### config.mk
export PLATFORM = sky130hd
export DESIGN_NAME = mm_result_collector
export DESIGN_NICKNAME = d
export VERILOG_FILES = /design/src/rtl/mm_result_collector.sv
export SDC_FILE = /design/constraint.sdc
export NUM_CORES = 1
export LEC_CHECK = 0
export ABC_AREA = 1
export BUFFER_PORTS_ARGS = -buffer_cell sky130_fd_sc_hd__buf_2
export CAP_MARGIN = 20
export CORE_UTILIZATION = 49
export CTS_CLUSTER_DIAMETER = 30
export DETAILED_ROUTE_END_ITERATION = 12
export PLACE_DENSITY = 0.68
export SYNTH_ARGS = -nofsm -noshare
export SYNTH_HDL_FRONTEND = slang
export SYNTH_SLANG_ARGS = --single-unit
### constraint.sdc
create_clock -name clk -period 2.36 [get_ports clk]
set_clock_uncertainty 0.1 [all_clocks]
set_input_delay 0.236 -clock clk [delete_from_list [all_inputs] [get_ports clk]]
set_output_delay 0.236 -clock clk [all_outputs]
set_load 0.01 [all_outputs]
### src/rtl/mm_result_collector.sv
// Collects a streamed matrix result into a small buffer, tracks its shape and error conditions, then drains it as a ready/valid stream.
// Optional MMRC_HEADER_EN prepends a status/dimension header word to the drain stream.
module mm_result_collector #(
  parameter int DEPTH = 16
) (
  input  logic               clk,
  input  logic               rst,
  input  logic               in_valid,
  input  logic signed [11:0] in_data,
  input  logic               in_overflow,
  input  logic               in_change_row,
  input  logic               in_legal,
  input  logic               in_busy,
  input  logic               o_ready,
  output logic               o_valid,
  output logic signed [11:0] o_data,
  output logic               o_row_end,
  output logic               o_last,
  output logic [4:0]         rows,
  output logic [4:0]         cols,
  output logic               err_ovf,
  output logic               err_shape,
  output logic               err_full,
  output logic               err_illegal,
  output logic               done
);

  localparam int DATA_W = 12;
  localparam int PW     = $clog2(DEPTH + 1);
  localparam int AW     = (DEPTH > 1) ? $clog2(DEPTH) : 1;

  typedef enum logic [1:0] {IDLE, COLLECT, DRAIN, DONE} state_t;
  state_t state;

  logic signed [DATA_W-1:0] mem [DEPTH];
  logic [PW-1:0] wr_ptr, rd_ptr, cnt_nxt, rd_nxt;
  logic [4:0]    col_cnt, rd_col, col_nxt, rows_nxt, cols_nxt, rd_col_nxt;
  logic          acc, wr_en, close, shape_bad;
  logic          ovf_nxt, full_nxt, shape_nxt, illegal_nxt;
  logic signed [DATA_W-1:0] wdata, first_word, rd_word;
`ifdef MMRC_HEADER_EN
  logic          hdr_pend;
`endif

  // An overflowed element is replaced by zero rather than a wrapped value.
  function automatic logic signed [DATA_W-1:0] clamp_elem(input logic signed [DATA_W-1:0] d,
                                                          input logic ovf);
    return ovf ? '0 : d;
  endfunction

`ifdef MMRC_HEADER_EN
  function automatic logic signed [DATA_W-1:0] header_word(input logic full, input logic ill,
                                                           input logic shp, input logic ovf,
                                                           input logic [4:0] r, input logic [4:0] c);
    logic [4:0] rm1, cm1;
    rm1 = r - 5'd1;
    cm1 = c - 5'd1;
    return {full, ill, shp, ovf, rm1[3:0], cm1[3:0]};
  endfunction
`endif

  always_comb begin
    acc         = (state == COLLECT) && in_valid;
    wr_en       = acc && (wr_ptr < PW'(DEPTH));
    wdata       = clamp_elem(in_data, in_overflow);
    col_nxt     = col_cnt + {4'd0, acc};
    // A row closes on an explicit marker, or implicitly when the job ends mid-row.
    close       = (state == COLLECT) &&
                  ((acc && in_change_row) || (!in_busy && col_nxt != 5'd0));
    shape_bad   = close && (rows != 5'd0) && (col_nxt != cols);
    rows_nxt    = close ? rows + 5'd1 : rows;
    cols_nxt    = (close && rows == 5'd0) ? col_nxt : cols;
    cnt_nxt     = wr_ptr + PW'(wr_en);
    first_word  = (wr_en && wr_ptr == '0) ? wdata : mem[0];
    ovf_nxt     = err_ovf | (acc && in_overflow);
    full_nxt    = err_full | (acc && !wr_en);
    shape_nxt   = err_shape | shape_bad;
    illegal_nxt = (state == COLLECT && in_busy) ? !in_legal : err_illegal;
    rd_nxt      = rd_ptr + PW'(1);
    rd_word     = mem[rd_nxt[AW-1:0]];
    rd_col_nxt  = (rd_col == cols - 5'd1) ? 5'd0 : rd_col + 5'd1;
  end

  always_ff @(posedge clk) begin
    if (wr_en) mem[wr_ptr[AW-1:0]] <= wdata;
  end

  always_ff @(posedge clk or posedge rst) begin
    if (rst) begin
      state       <= IDLE;
      wr_ptr      <= '0;
      rd_ptr      <= '0;
      col_cnt     <= '0;
      rd_col      <= '0;
      rows        <= '0;
      cols        <= '0;
      err_ovf     <= 1'b0;
      err_shape   <= 1'b0;
      err_full    <= 1'b0;
      err_illegal <= 1'b0;
      o_valid     <= 1'b0;
      o_data      <= '0;
      o_row_end   <= 1'b0;
      o_last      <= 1'b0;
      done        <= 1'b0;
`ifdef MMRC_HEADER_EN
      hdr_pend    <= 1'b0;
`endif
    end else begin
      done <= 1'b0;
      case (state)
        IDLE: begin
          if (in_busy) begin
            state       <= COLLECT;
            wr_ptr      <= '0;
            rd_ptr      <= '0;
            col_cnt     <= '0;
            rows        <= '0;
            cols        <= '0;
            err_ovf     <= 1'b0;
            err_shape   <= 1'b0;
            err_full    <= 1'b0;
            err_illegal <= 1'b0;
          end
        end
        COLLECT: begin
          wr_ptr      <= cnt_nxt;
          col_cnt     <= close ? 5'd0 : col_nxt;
          rows        <= rows_nxt;
          cols        <= cols_nxt;
          err_ovf     <= ovf_nxt;
          err_full    <= full_nxt;
          err_shape   <= shape_nxt;
          err_illegal <= illegal_nxt;
          // The first drain word is loaded on the same edge so it is visible one cycle after busy drops.
          if (!in_busy) begin
            state  <= DRAIN;
            rd_ptr <= '0;
            rd_col <= '0;
`ifdef MMRC_HEADER_EN
            hdr_pend  <= 1'b1;
            o_valid   <= 1'b1;
            o_data    <= header_word(full_nxt, illegal_nxt, shape_nxt, ovf_nxt, rows_nxt, cols_nxt);
            o_row_end <= 1'b0;
            o_last    <= (cnt_nxt == '0);
`else
            o_valid   <= (cnt_nxt != '0);
            o_data    <= first_word;
            o_row_end <= (cols_nxt == 5'd1);
            o_last    <= (cnt_nxt == PW'(1));
`endif
          end
        end
        DRAIN: begin
          if (!o_valid) begin
            state <= DONE;
            done  <= 1'b1;
          end else if (o_ready) begin
            if (o_last) begin
              state     <= DONE;
              done      <= 1'b1;
              o_valid   <= 1'b0;
              o_data    <= '0;
              o_row_end <= 1'b0;
              o_last    <= 1'b0;
`ifdef MMRC_HEADER_EN
              hdr_pend  <= 1'b0;
`endif
            end
`ifdef MMRC_HEADER_EN
            else if (hdr_pend) begin
              hdr_pend  <= 1'b0;
              o_data    <= first_word;
              o_row_end <= (cols == 5'd1);
              o_last    <= (wr_ptr == PW'(1));
            end
`endif
            else begin
              rd_ptr    <= rd_nxt;
              rd_col    <= rd_col_nxt;
              o_data    <= rd_word;
              o_row_end <= (rd_col_nxt == cols - 5'd1);
              o_last    <= (rd_nxt == wr_ptr - PW'(1));
            end
          end
        end
        DONE:    state <= IDLE;
        default: state <= IDLE;
      endcase
    end
  end

endmodule

* Word level (Yosys, flattened, before mapping)
Memories as Yosys holds them, arrays and structs flattened.
Index checks and enable logic that the tools add are counted.
** Word-level totals
- Register bits :: 52
- RAM bits :: 192
- Word-level logic and storage cells :: 137
- Memories :: 1
** Memories
- mem :: depth 16, width 12, read ports 2, clocked after Yosys merged registers in 0, write ports 1, line 35 : logic signed [DATA_W-1:0] mem [DEPTH];
** Cells by class
- Add/subtract/negate cells :: 7
- Order comparisons :: 1
- Eq/ne operators :: 18
- Muxes and demuxes :: 58
- Bitwise gates (word level) :: 3
- Reductions and logical operators :: 33
** Operator list (number)
- $mux 12 :: 6
- $mux 5 :: 12
- $pmux 5 s2 :: 5
- $pmux 12 s2 :: 1
- $mux 1 :: 20
- $add 5x1->5 const B :: 3
- $eq 5x5->1 :: 3
- $pmux 5 s3 :: 1
- $reduce_bool 5->1 :: 3
- $pmux 1 s2 :: 7
- $logic_and 1x1->1 :: 12
- $ne 2x2->1 const B :: 6
- $add 5x1->5 :: 2
- $eq 5x1->1 const B :: 2
- $logic_not 5->1 :: 2
- $mux 2 :: 5
- $sub 5x1->5 const B :: 2
- $pmux 2 s4 :: 1
- $reduce_and 4->1 :: 2
- $ne 3x3->1 const B :: 2
- $reduce_and 3->1 :: 2
- $reduce_and 6->1 :: 1
- $lt 5x5->1 const B :: 1
- $ne 5x5->1 :: 1
- other kinds (11) :: 18

* Logic depth before layout (Yosys ltp)
Gate-level depths: netlist of the first run.
- Word-level depth :: 12
- Gate-level depth with buffers :: 22

* Worst setup path after synthesis of the first run
Ideal clock, no wire load.
- Path kind :: reg2reg
- Start :: register state[0]
- End :: register o_row_end
- Arrival time :: 2.314 ns
- Data required time :: 2.144 ns
- Setup slack :: -0.170 ns
- Cell stages (with the launch flop) :: 20
- Period minus slack after synthesis :: 2.530 ns
- Cells stage by stage :: dfrtp_1 > ha_1 > nand2_1 > inv_1 > ha_1 > ha_1 > nor2_1 > nand2_2 > nor2_4 > nand2_4 > nand2_4 > nand2_8 > nand2_4 > nand2_1 > nand2_1 > nor2_1 > nand3_1 > nand2_1 > nand2_1 > nand2_1
** On the way
- Longest elaborated chain between the ends :: 12
- Elaborated cells on any way between the ends :: 19
- Those cells by class :: 1 x add/sub; 6 x eq/ne; 3 x mux; 9 x reduce/logical
** Ends and longest elaborated chain
- start, declared :: line 33 : state_t state;
- start signal, assigned :: line 90 : state <= IDLE;
- start signal, assigned :: line 114 : state <= COLLECT;
- start signal, assigned :: line 137 : state <= DRAIN;
- $eq 2x1->1 :: line 63, 68, 111
- $logic_and 1x1->1 :: line 63 : acc = (state == COLLECT) && in_valid;
- $add 5x1->5 :: line 66 : col_nxt = col_cnt + {4'd0, acc};
- $reduce_bool 5->1 :: line 69 : ((acc && in_change_row) || (!in_busy && col_nxt != 5'd0));
- $logic_and 1x1->1 :: line 69
- $logic_or 1x1->1 :: line 69
- $logic_and 1x1->1 :: line 68 : close = (state == COLLECT) &&
- $logic_and 1x1->1 :: line 72 : cols_nxt = (close && rows == 5'd0) ? col_nxt : cols;
- $mux 5 :: line 72
- $eq 5x1->1 :: line 149 : o_row_end <= (cols_nxt == 5'd1);
- $mux 1 :: line 136 : if (!in_busy) begin
- $pmux 1 s2 :: line 111 : case (state)
- end signal, assigned :: line 149
- end signal, assigned :: line 182 : o_row_end <= (rd_col_nxt == cols - 5'd1);
- end, declared :: line 17 : output logic o_row_end,
Parallel ways exist; a longest one is shown, timed or not. The select of a mux whose other input is x is not followed.
A chain may end at the register's enable or synchronous reset.

* Final worst setup path of the first run
- Start :: register state[1]
- End :: register o_row_end
Same word-level chain as after synthesis.

==> results of run 1 <==
Yosys cell counts (all sizes together), types with 14 or more instances:
cell,instances
o221ai,35
mux2i,34
o21ai,81
clkbuf,19
edfxtp,192
inv,84
a31oi,16
dfrtp,52
buf,27
nand3,57
nand2,138
o22ai,14
a21oi,21
ha,18
nor2,127
o211ai,24
path summary, 6_finish.rpt:
kind | from | to | slack [ns]
min in group asynchronous | rst | o_data[0] | 0.19
setup reg to reg | state[1] | o_row_end | 0.007
setup / recovery | state[1] | o_row_end | 0.007
hold reg to reg | err_ovf | err_ovf | 0.39
max in group asynchronous | rst | rd_col[4] | 1.33
hold / removal | in_data[7] | mem[6][7] | 0.03
worst min-delay path, stage by stage:
cell	delay (ns)
sky130_fd_sc_hd__buf_2	0.09
sky130_fd_sc_hd__inv_1	0.06
sky130_fd_sc_hd__nor2_1	0.08
sequential cells by signal, summed over array words and instances, names as in the netlist:
signal	cells
mem	192
state	2
rd_ptr	5
done	1
wr_ptr	5
err_ovf	1
o_row_end	1
err_full	1
o_last	1
rd_col	5
err_illegal	1
o_data	12
rows	5
o_valid	1
err_shape	1
cols	5
col_cnt	5
routing by layer:
layer  part of all wire  vias up  global-route usage
li1                   -     3756                   -
met1               0.41     3879               0.286
met2               0.50      246               0.397
met3              0.056       64              0.0378
met4              0.025        0              0.0845
met5                  0        -                   0
cell type report:
| class | instances | area share |
|---|---|---|
| flip-flops and latches | 244 | 0.512 |
| multi-input cells | 599 | 0.259 |
| clock buffers | 52 | 0.0881 |
| repair buffers | 123 | 0.0641 |
| clock inverters | 34 | 0.0279 |
| well taps | 280 | 0.0254 |
| inverters | 84 | 0.0230 |
timing repair:
| action | CTS | global route |
|---|---|---|
| hold buffers | 5 | 2 |
| setup buffers | 0 | 6 |
| pin swaps | 0 | 12 |
| endpoints found under the setup margin | 1 | 17 |
| resized for setup | 1 | 20 |
| endpoints found under the hold margin | 25 | 2 |
power breakdown:
group | internal (W) | switching [W] | total, W | leakage, nW
logic | 0.00181 | 0.00301 | 0.00482 | 2.22
registers | 0.00496 | 0.000219 | 0.00518 | 2.43
clock network | 0.00431 | 0.00230 | 0.00661 | 0.750
total | 0.0111 | 0.00553 | 0.0166 | 5.40
kinds of logic after synthesis:
family,after synthesis,share of synthesized area
simple gates,336,0.136
flops,244,0.638
compound gates,195,0.111
buf+inv,130,0.0493
mux,34,0.0307
fa+ha+maj,18,0.0203
xor+xnor,16,0.0143
per-stage QoR:
step	cells	setup TNS [ns]	cell area, um^2
finish	1416	0	13800
global route	1416	-0.253	13800
CTS	1402	0	13600
detailed placement	1311	-0.0230	12000
global placement	1309	0	11900
floorplan	973	0	11100
==> reports/results.txt, run 1 <==
run status - finished, violations left
violations in the final reports - DRC
ranking of synthesized cells by area - sky130_fd_sc_hd__edfxtp_1 52%, sky130_fd_sc_hd__dfrtp_1 12%, sky130_fd_sc_hd__nand2_1 4.1%
largest net degree at the start of global routing - 76
initial standard-cell utilization of the core - 0.503
top_reg_cell synth - sky130_fd_sc_hd__edfxtp_1
Via density - 5.61
stages on the worst setup path - 21
total inserted antenna cells - 0
Cells after Synth - 973
part of the Yosys area used for sequential elements - 0.638
worst path buffer plus inverter count - 3
Power Density - 1200 mW/mm^2
Detail Placement HPWL - 16500 um
measured slew at the worst slew-check pin - 1.16 ns
Cell Chain, Critical Path - inv_2, ha_4, nand2_4, inv_4, ha_4, ha_4, nand2_4, o21ai_2, nand2_2, inv_2, nand2_4, nand2_4, nand2_8, nand2_8, nand2_2, nand2_2, nor2_1, nand3_1, nand2_1, nand2_1, nand2_1
required arrival time at the worst endpoint - 2.68 ns
Final setup violation count - 0
die height - 152 um
area taken by multi-input logic gates - 0.00358 mm^2
number of optimization iterations in the first detailed-route pass - 9
Inserted Clock Buffers - 47
Synth Net Count - 1011
via count of the first global-routing pass - 7833
maximum net fanout on the critical path - 7
share of the clock period used by the worst path - 0.997
most frequent standard cell in the layout excluding fill and tap cells - sky130_fd_sc_hd__edfxtp_1
clock latency of the later-clocked register in the worst-skew pair - 0.53 ns
number of sinks on the clock net - 244
count of different cell masters after synthesis - 42
layout overhead on the synthesized area - 24.5%
static leakage power - 5.40 nW
Worst Setup Start Kind - register
DRT iter0 DRCs - 548
cell count of the worst reg-to-reg path - 21
antenna violations before repair - 0
gate family responsible for the most delay along the worst path - simple AND/OR/NAND/NOR gates
overall overflow remaining after global route - 0
Reg area - 0.00707 mm^2
count of flip-flops with a built-in enable after synthesis - 192
global-route wire length before repair - 41100 um
worst hold path depth - 3
count of max-cap constraint violations - 0
most frequent cell on the critical path - sky130_fd_sc_hd__nand2_4
Ports - 50
stage delay of the slowest cell on the critical path - 0.39 ns
number of max-slew violations in the final report - 0
Synth async-reset ratio - 0.213
via count - 7945
Post-Synthesis Mean Instance Area - 11.4 um^2
critical path start-end classification - reg2reg
Yosys warnings - 0
Worst IR Drop VDD - 0.784 mV
total routing resource utilization after global routing - 0.228
remaining antenna violation count after routing - 0
die width - 152 um
drc violations - 2
deepest clock path buffer count - 3
PnR worst setup slack - 0.00678 ns
CTS root buf - sky130_fd_sc_hd__clkbuf_16
Util after Layout - 0.627
NumNets Final - 1137
path category of the worst min-delay check - in2reg
count of standard-cell rows - 54
Die Footprint - 0.0232 mm^2
arrival time at the worst endpoint - 2.68 ns
number of hold-slack violations in the final timing report - 0
Std-Cell Core Area - 0.0220 mm^2
CTS tree - done
Yosys top cell area share - 0.520
proportion of layout cells with a drive suffix above 1 - 0.224
RSZ-0062 raised after global routing - yes
Wirelength per Cell - 18.6 um
commonest cells after routing, fill and taps aside - 192 x sky130_fd_sc_hd__edfxtp_1, 117 x sky130_fd_sc_hd__nor2_1, 114 x sky130_fd_sc_hd__nand2_1
worst slack on hold paths - 0.0263 ns
worst setup slack after placement - -0.0230 ns
final period demand of the worst path - 2.35 ns
Clock transition at path regs - 0.04 ns
Worst Setup End Kind - register
# H-tree levels - 2
Cell Area, Synth - 0.0111 mm^2
Seq cells post-synth - 244
Worst path slowest cell - sky130_fd_sc_hd__dfrtp_1
maximum clock frequency - 0.425 GHz
normalized max-slew margin - 0.222
cell type contributing the most total cell area after synthesis - sky130_fd_sc_hd__edfxtp_1
global placer's final weighted congestion - 0.867
sum of routed wire length over all layers - 26400 um
number of buffer cells added on primary ports - 49
number of filler instances in the final layout - 1661
overall power after layout - 0.0166 W
Power figures use the tool's default switching activity.
==> run 2, diff against run 1 <==
--- a/config.mk
+++ b/config.mk
@@ -5,13 +5,14 @@
 export SDC_FILE = /design/constraint.sdc
 export NUM_CORES = 1
 export LEC_CHECK = 0
-export ABC_AREA = 1
+export ABC_AREA = 0
 export BUFFER_PORTS_ARGS = -buffer_cell sky130_fd_sc_hd__buf_2
 export CAP_MARGIN = 20
+export CORE_ASPECT_RATIO = 0.6
 export CORE_UTILIZATION = 49
 export CTS_CLUSTER_DIAMETER = 30
 export DETAILED_ROUTE_END_ITERATION = 12
-export PLACE_DENSITY = 0.68
+export PLACE_DENSITY = 0.71
 export SYNTH_ARGS = -nofsm -noshare
 export SYNTH_HDL_FRONTEND = slang
 export SYNTH_SLANG_ARGS = --single-unit
==> reports/results.txt, run 2 <==
NumNets Final - 894 (-21%)
cell count of the worst reg-to-reg path - 11 (-48%)
number of buffer cells added on primary ports - 49 (unchanged)
worst reg2reg startpoint - state[0]
# H-tree levels - 2 (unchanged)
overall overflow remaining after global route - 0 (unchanged)
Std-Cell Core Area - 0.0214 mm^2 (-2.9%)
count of standard-cell rows - 41 (-24%)
sum of routed wire length over all layers - 27600 um (+4.9%)
cell type contributing the most total cell area after synthesis - sky130_fd_sc_hd__edfxtp_1
adder and majority gate portion of the synthesized area - 0.0206 (+0.000329)
number of optimization iterations in the first detailed-route pass - 5 (-4)
commonest cells after routing, fill and taps aside - 192 x sky130_fd_sc_hd__edfxtp_1, 89 x sky130_fd_sc_hd__buf_4, 51 x sky130_fd_sc_hd__dfrtp_1
required arrival time at the worst endpoint - 2.68 ns (about the same)
CTS tree - done
most numerous cell in the Yosys netlist - sky130_fd_sc_hd__edfxtp_1
normalized max-slew margin - 0.551 (+0.329)
most frequent standard cell in the layout excluding fill and tap cells - sky130_fd_sc_hd__edfxtp_1
Synth Net Count - 729 (-28%)
combinational family with the most area after synthesis - multiplexers
total inserted antenna cells - 0 (unchanged)
initial standard-cell utilization of the core - 0.510 (+0.00668)
RSZ-0062 raised after global routing - yes
number of sinks on the clock net - 244 (unchanged)
reg-to-reg critical path endpoint - rows[4]
maximum net fanout on the critical path - 5 (-2)
arrival time at the worst endpoint - 2.77 ns (+0.09 ns)
reg2reg setup slack - -0.09 ns (-0.10 ns)
endpoint of the worst hold-timing path - mem[11][5]
violations in the final reports - setup timing
drc violations - 0 (-2)
Synth async-reset ratio - 0.213 (unchanged)
remaining antenna violation count after routing - 0 (unchanged)
proportion of layout cells with a drive suffix above 1 - 0.375 (+0.151)
overall power after layout - 0.0165 W (-0.59%)
global placer's final weighted congestion - 0.844 (-2.6%)
Yosys warnings - 0 (unchanged)
multiplexer share of the synthesized area - 0.152 (+0.121)
Ports - 50 (unchanged)
PnR worst setup slack - -0.0945 ns (-0.101 ns)
count of different cell masters after synthesis - 66 (+57%)
total routing resource utilization after global routing - 0.244 (+0.0157)
ranking of synthesized cells by area - sky130_fd_sc_hd__edfxtp_1 53%, sky130_fd_sc_hd__dfrtp_1 12%, sky130_fd_sc_hd__mux4_2 9.9%
clock latency of the later-clocked register in the worst-skew pair - 0.51 ns (-0.02 ns)
Placed Cells - 1077 (-18%)
Via density - 5.95 (+6.1%)
final period demand of the worst path - 2.45 ns (+0.101 ns)
Worst Setup End Kind - register
Seq cells post-synth - 244 (unchanged)
Yosys top cell area share - 0.529 (+0.00841)
die width - 195 um (+28%)
number of max-slew violations in the final report - 0 (unchanged)
commonest cells in the synthesized netlist - 192 x sky130_fd_sc_hd__edfxtp_1, 52 x sky130_fd_sc_hd__dfrtp_1, 51 x sky130_fd_sc_hd__nor2_1
Wirelength per Cell - 23.8 um (+28%)
part of the Yosys area used for sequential elements - 0.648 (+0.0103)
Worst IR Drop VDD - 0.566 mV (-28%)
Largest register FFs - 192 (unchanged)
Clock transition at path regs - 0.06 ns (+0.02 ns)
top_reg_cell synth - sky130_fd_sc_hd__edfxtp_1
Detail Placement HPWL - 17600 um (+6.3%)
count of flip-flops with a built-in enable after synthesis - 192 (unchanged)
xor/xnor cell area share of the yosys netlist - 0.0289 (+0.0146)
largest net degree at the start of global routing - 29 (-62%)
Post-Synthesis Mean Instance Area - 15.8 um^2 (+39%)
maximum clock frequency - 0.407 GHz (-4.1%)
worst slack on hold paths - 0.0525 ns (+0.0262 ns)
synthesized-area fraction occupied by ao, oa, aoi and oai cells - 0.0601 (-0.0512)
CTS root buf - sky130_fd_sc_hd__clkbuf_16
via count - 6911 (-13%)
number of hold-slack violations in the final timing report - 0 (unchanged)
path category of the worst min-delay check - in2reg
final cell count without fillers - 1161 (-18%)
Hold Startpoint - in_data[5]
antenna violations before repair - 1 (+1)
worst hold path depth - 2 (-1)
Power Density - 1190 mW/mm^2 (-0.88%)
static leakage power - 5.36 nW (-0.80%)
deepest clock path buffer count - 3 (unchanged)
global-route wire length before repair - 41100 um (about the same)
via count of the first global-routing pass - 6837 (-13%)
DRT iter0 DRCs - 806 (+47%)
count of max-cap constraint violations - 0 (unchanged)
startpoint of the most critical setup path - state[0]
Post-Synth Simple-Gate Area - 0.0687 (-0.0678)
Final setup violation count - 19 (+19)
die height - 118 um (-23%)
Worst Setup Start Kind - register
Cell Area, Synth - 0.0109 mm^2 (-1.6%)
Cells after Synth - 691 (-29%)
measured slew at the worst slew-check pin - 0.672 ns (-0.491 ns)
Die Footprint - 0.0229 mm^2 (-1.5%)
Inserted Clock Buffers - 36 (-23%)
run status - finished, violations left
critical path start-end classification - reg2reg
share of the clock period used by the worst path - 1.04 (+0.0429)
layout overhead on the synthesized area - 26.9%
-- run 2: worst max-delay path: stages (launching register included) --
cell and delay (ns):
sky130_fd_sc_hd__dfrtp_1 0.41, sky130_fd_sc_hd__ha_4 0.18, sky130_fd_sc_hd__nand2_4 0.07, sky130_fd_sc_hd__inv_4 0.04
sky130_fd_sc_hd__ha_4 0.16, sky130_fd_sc_hd__ha_4 0.27, sky130_fd_sc_hd__nor2b_1 0.05, sky130_fd_sc_hd__mux2_4 0.27
sky130_fd_sc_hd__a32o_2 0.28, sky130_fd_sc_hd__buf_6 0.14, sky130_fd_sc_hd__a211oi_2 0.20, sky130_fd_sc_hd__mux2i_1 0.20
-- run 2: per-layer routing --
| layer | up-vias | part of all wire | track usage |
|---|---|---|---|
| met5 | - | 0 | 0 |
| met4 | 0 | 0.012 | 0.0511 |
| met3 | 39 | 0.11 | 0.0668 |
| met2 | 384 | 0.42 | 0.330 |
| met1 | 3470 | 0.46 | 0.388 |
| li1 | 3018 | - | - |
-- run 2: kinds of logic after synthesis --
family | Yosys count
DFF | 244
and+or+nand+nor | 150
muxes | 103
AOI/OAI and AO/OA | 93
buffers and inverters | 52
xor gates and xnor gates | 31
adders and majority gates | 18
-- run 2: through the flow --
stage               instance area (um^2)  worst slack [ns]  setup TNS, ns   util
floorplan                          11000            -0.257          -3.32      -
global placement                   12200           -0.0544         -0.256  0.569
detailed placement                 12200            -0.135          -1.44  0.570
CTS                                13500            -0.142          -1.27  0.633
global route                       13800            -0.175          -3.01  0.647
finish                             13800           -0.0945          -1.00  0.647
-- run 2: cell type report --
class	instances	area [um^2]
sequential	244	7070
multi-input combinational	395	3840
timing repair buffer	160	1280
tap	279	349
clock buffer	42	997
fill	1451	7550
inverter	19	73.8
clock inverter	22	228
-- run 2: power by group --
group	leakage, nW	switching (W)	total (W)	internal [W]
clock	0.589	0.00202	0.00534	0.00331
sequential	2.43	0.000265	0.00524	0.00497
combinational	2.34	0.00307	0.00594	0.00286
-- run 2: repair_timing --
action                                 4_1_cts  5_1_grt
cloned                                       2        2
endpoints found under the hold margin       40        0
pin swaps                                    1       20
gates resized for setup                      6       38
hold buffers                                 3        0
setup endpoints to repair                   20       32
buffers inserted                             3        6
-- run 2: how the worst max path moves through the flow --
stage	endpoint	slack (ns)	cells past startpoint
6_report	rows[4]	-0.09	11
4_1_cts	rows[3]	-0.14	11
3_5_place_dp	rows[4]	-0.13	12
2_1_floorplan	rows[3]	-0.26	13
3_3_place_gp	rows[3]	-0.05	12
5_1_grt	o_row_end	-0.17	13
